--- src/rtl/line_fill_buffer.sv ---
// Cache-line refill engine: fetches one line in critical-word-first wrap order,
// forwards the critical word early and presents the assembled line with tag/index.
//
// state | meaning
// IDLE  | waiting for fill_req; address fields latched on acceptance
// FILL  | issuing beat addresses and collecting returned words
// DONE  | line complete; line_valid asserted for this single cycle
module line_fill_buffer #(
  parameter int CACHE_LINE = 128,
  parameter int CACHE_SIZE = 8192,
  localparam int BEATS = CACHE_LINE / 32,
  localparam int OFF_W = $clog2(BEATS),
  localparam int IDX_W = $clog2(CACHE_SIZE * 8 / CACHE_LINE),
  localparam int TAG_W = 30 - IDX_W - OFF_W
) (
  input  logic                  clk,
  input  logic                  rst,
  input  logic                  fill_req,
  input  logic [31:0]           fill_addr,
  output logic                  fill_busy,
  output logic                  mem_req,
  output logic [31:0]           mem_addr,
  input  logic                  mem_ack,
  input  logic                  mem_rvalid,
  input  logic [31:0]           mem_rdata,
  output logic                  crit_valid,
  output logic [31:0]           crit_data,
  output logic                  line_valid,
  output logic [CACHE_LINE-1:0] line_data,
  output logic [TAG_W-1:0]      line_tag,
  output logic [IDX_W-1:0]      line_index
);

  localparam logic [1:0] S_IDLE = 2'd0;
  localparam logic [1:0] S_FILL = 2'd1;
  localparam logic [1:0] S_DONE = 2'd2;

  localparam logic [OFF_W:0] CNT_ONE   = (OFF_W+1)'(1);
  localparam logic [OFF_W:0] CNT_BEATS = (OFF_W+1)'(BEATS);
  localparam logic [OFF_W:0] CNT_LAST  = (OFF_W+1)'(BEATS - 1);

  logic [1:0]            state;
  logic [TAG_W-1:0]      tag_q;
  logic [IDX_W-1:0]      idx_q;
  logic [OFF_W-1:0]      start_off;
  logic [OFF_W:0]        issued;
  logic [OFF_W:0]        received;
  logic [CACHE_LINE-1:0] line_q;
  logic [31:0]           crit_q;
  logic                  crit_valid_q;

  logic                  beat_accept;
  logic [OFF_W-1:0]      issue_word;
  logic [OFF_W-1:0]      wr_word;
  logic [1:0]            addr_lsb_unused;

  assign addr_lsb_unused = fill_addr[1:0];

  // A beat is only taken against an address acked in an earlier cycle, so the
  // comparison uses the counters as they stood before this cycle's ack.
  assign beat_accept = (state == S_FILL) && mem_rvalid && (received < issued);
  assign issue_word  = start_off + issued[OFF_W-1:0];
  assign wr_word     = start_off + received[OFF_W-1:0];

  assign fill_busy  = (state != S_IDLE);
  assign mem_req    = (state == S_FILL) && (issued < CNT_BEATS);
  assign mem_addr   = mem_req ? {tag_q, idx_q, issue_word, 2'b00} : 32'h0;
  assign line_valid = (state == S_DONE);
  assign crit_valid = crit_valid_q;
  assign crit_data  = crit_q;
  assign line_data  = line_q;
  assign line_tag   = tag_q;
  assign line_index = idx_q;

  always_ff @(posedge clk) begin
    if (rst) begin
      state        <= S_IDLE;
      tag_q        <= '0;
      idx_q        <= '0;
      start_off    <= '0;
      issued       <= '0;
      received     <= '0;
      line_q       <= '0;
      crit_q       <= '0;
      crit_valid_q <= 1'b0;
    end else begin
      crit_valid_q <= 1'b0;
      case (state)
        S_IDLE: begin
          if (fill_req) begin
            state     <= S_FILL;
            tag_q     <= fill_addr[31 -: TAG_W];
            idx_q     <= fill_addr[2+OFF_W +: IDX_W];
            start_off <= fill_addr[2 +: OFF_W];
            issued    <= '0;
            received  <= '0;
          end
        end
        S_FILL: begin
          if (mem_req && mem_ack) begin
            issued <= issued + CNT_ONE;
          end
          if (beat_accept) begin
            for (int k = 0; k < BEATS; k++) begin
              if (wr_word == OFF_W'(k)) begin
                line_q[32*k +: 32] <= mem_rdata;
              end
            end
            received <= received + CNT_ONE;
            if (received == '0) begin
              crit_q       <= mem_rdata;
              crit_valid_q <= 1'b1;
            end
            if (received == CNT_LAST) begin
              state <= S_DONE;
            end
          end
        end
        S_DONE: begin
          state <= S_IDLE;
        end
        default: begin
          state <= S_IDLE;
        end
      endcase
    end
  end

endmodule

--- config.mk ---
export PLATFORM = sky130hd
export DESIGN_NAME = line_fill_buffer
export DESIGN_NICKNAME = d
export VERILOG_FILES = /design/src/rtl/line_fill_buffer.sv
export SDC_FILE = /design/constraint.sdc
export NUM_CORES = 1
export LEC_CHECK = 0
export ABC_AREA = 1
export BUFFER_PORTS_ARGS = -buffer_cell sky130_fd_sc_hd__buf_2
export CORE_MARGIN = 2
export CORE_UTILIZATION = 52
export CTS_BUF_LIST = sky130_fd_sc_hd__clkbuf_4 sky130_fd_sc_hd__clkbuf_8
export DETAILED_ROUTE_END_ITERATION = 12
export GPL_TIMING_DRIVEN = 0
export PLACE_DENSITY = 0.9
export SYNTH_ARGS = -nofsm -noshare
export SYNTH_HDL_FRONTEND = slang
export SYNTH_SLANG_ARGS = --single-unit
--- constraint.sdc ---
create_clock -name clk -period 2.33 [get_ports clk]
set_input_delay 0.1165 -clock clk [delete_from_list [all_inputs] [get_ports clk]]
set_output_delay 0.1165 -clock clk [all_outputs]
set_load 0.005 [all_outputs]
==> flow_summary_export.csv <==
group,metric,value,unit
sta,grt_setup_unrepaired,"false",
floorplan,die_area,17200,um2
global_routing,overflow,0,
sta,period_share,88.7,%
sta,clock.fmax,0.484,GHz
clock_tree,clk_latency,0.48,ns
sta,fin_tns_setup,0,ns
setup_path,path_class,"reg2reg",
sta,period_needed,2.07,ns
routing,routedWlPerCell,15.7,um
sta,setup_viol,0,
logic_synthesis,syn_area_per_cell,7.42,um2
layout,final_nets,1579,
logic_synthesis,ys_warn_count,0,
pwr,p_leak,5.54,nW
logic_synthesis,yosys.cell_types.count,24,
pwr,max-vdd-ir-drop,0.000314,V
clock_tree,clock_sinks,199,
clock_tree,htree_levels,4,
flow_run,drv_cap,0,
global_routing,grt_pass1_wl,40900,um
routing,drt_iter0_markers,741,
routing,antenna_left,0,
routing,via_count,8956,
placement,place_congestion,0.895,
layout,layout_commonest_cell,"nor2_1",
sta,tightest_slew,0.758,ns
placement,dp_hpwl,18400,um
global_routing,grt_max_degree,20,
logic_synthesis,syn_area,8390,um2
run_status,status,"finished clean",
floorplan,initial_core_util,53.0,%
clock_tree,cts_tree,"built",
sta,hold_violations,0,
global_routing,grt_antenna_before_repair,0,
layout,stdcell_count,1731,
sta,slew-limit-headroom,49.4,%
setup_path,critPathLaunchType,"flip-flop",
logic_synthesis,ys_seq_area_share,47.5,%
routing,dr.pass1.iters,7,
logic_synthesis,yosys_register_bits,199,
sta,worst_clock_skew,0.0133,ns
floorplan,coreArea,15800,um2
placement,dp_cells,1635,
floorplan,die_y,131,um
routing,drc,0,
floorplan,die_x,131,um
hold_path,hp-class,"in2reg",
global_routing,first_global_vias,8291,
clock_tree,cts_root_buf,"clkbuf_8",
clock_tree,post_cts_buffers,0,
pwr,pwr_density_cell,631,nW/um2
layout,area_growth_syn_to_layout,32.9,%
setup_path,arrival,2.47,ns
layout,drive_above_1_share,26.5,%
layout,n_antenna_cell,0,
setup_path,cp.required,2.74,ns
clock_tree,cts_buffers,17,
clock_tree,clockBufferDepth,2,
setup_path,worstPathMaxFanout,10,
placement,io_buffers,288,
setup_path,cp-end-kind,"flip-flop",
routing,viasPerCell,5.17,
logic_synthesis,synthesis.instances,1130,
clock_tree,clk_pin_slew,0.10,ns
floorplan,core.rowCount,46,
routing,routed_wirelength,27100,um
global_routing,grt_use_total,30.9,%
sta,drv_slew,0,
floorplan,boundaryPins,293,
layout,final_cell_mix,"nor2_1, buf_2, dfxtp_1, nand2_1, nand3_1",
==> per-layer routing <==
layer	part of all wire, %	vias to the layer above	track usage [%]
met4	4.4	0	17.3
met1	38	4105	35.4
met3	8.3	106	7.00
met5	0	-	0
li1	-	4266	-
met2	49	479	53.3
==> cells by family (layout without fill, tap and decap cells) <==
family / count (synthesis) / count (layout) / share of synthesized area (%)
simple gates: 660 / 660 / 33.7
flops: 199 / 199 / 47.5
buf+inv: 159 / 543 / 11.2
compound gates: 102 / 102 / 6.22
fa+ha+maj: 8 / 8 / 1.19
other cells: 1 / 2 / 0.0447
xor+xnor: 1 / 1 / 0.104
==> worst paths after layout <==
| kind | slack [ns] | cells past startpoint | start | end |
|---|---|---|---|---|
| setup / recovery | 0.26 | 7 | issued[2] | crit_data[4] |
| hold / removal | 0.12 | 6 | mem_ack | issued[1] |
| setup reg to reg | 0.26 | 7 | issued[2] | crit_data[4] |
| hold reg to reg | 0.48 | 2 | line_tag[3] | line_tag[3] |
==> through the flow <==
stage | hold WS, ns | setup slack, ns | util (%) | instance area [um2] | total power, W
after global placement | 0.333 | 0.370 | 63.8 | 10100 | 0.00470
after global routing | 0.147 | 0.140 | 70.4 | 11100 | 0.00731
after CTS | 0.0841 | 0.269 | 70.4 | 11100 | 0.00701
after floorplan | 0.186 | 0.608 | - | 8390 | 0.00434
after detailed placement | 0.342 | 0.300 | 63.8 | 10100 | 0.00473
final | 0.119 | 0.264 | 70.4 | 11100 | 0.00704
==> cell usage after synthesis <==
cell type / number / share of area (%)
a21oi_1: 35 / 2.1
ha_1: 8 / 1.2
nand3_2: 1 / 0.12
buf_2: 18 / 1.1
nand2_1: 150 / 6.7
nand3_4: 1 / 0.21
nor2_1: 363 / 16
dfxtp_1: 199 / 48
nor2_8: 3 / 0.72
conb_1: 1 / 0.045
inv_2: 6 / 0.27
buf_6: 21 / 2.8
nand2_4: 3 / 0.40
nand3_1: 130 / 7.8
o21ai_0: 66 / 3.9
xnor2_1: 1 / 0.10
buf_8: 12 / 2.1
clkbuf_1: 17 / 0.76
nand4_4: 3 / 0.76
buf_4: 8 / 0.72
inv_1: 77 / 3.4
nand3b_1: 1 / 0.090
nor2_4: 5 / 0.67
a21oi_4: 1 / 0.19
==> critical path, cell delays in order (launching register included) <==
cell	delay, ns
dfxtp_1	0.34
inv_1	0.08
ha_1	0.36
nand2_1	0.21
nand4_4	0.22
clkbuf_1	0.43
o21ai_0	0.19
nor2_1	0.16
==> state kept, by name (all words and copies together), names as in the netlist <==
register    cells
line_data     128
line_index      9
state           2
received        3
start_off       2
issued          3
line_tag       19
crit_valid      1
crit_data      32
==> cell type report <==
type | count | area (um2)
Tap cell | 216 | 270
Multi-Input combinational cell | 773 | 3460
Fill cell | 1206 | 4680
Buffer | 76 | 631
Sequential cell | 199 | 3980
Inverter | 83 | 312
Clock buffer | 18 | 241
Timing Repair Buffer | 352 | 2080
Clock inverter | 14 | 161
==> power by group <==
group,switching [W],internal [W],leakage (nW)
logic,0.000710,0.000469,3.72
registers,0.0000747,0.00353,1.61
clock network,0.00134,0.000912,0.206
total,0.00213,0.00491,5.54
==> timing repair <==
item / CTS / global route
resized for setup: 0 / 0
hold buffers: 64 / 0
endpoints found under the hold margin: 65 / 0
Power figures use the tool's default switching activity.
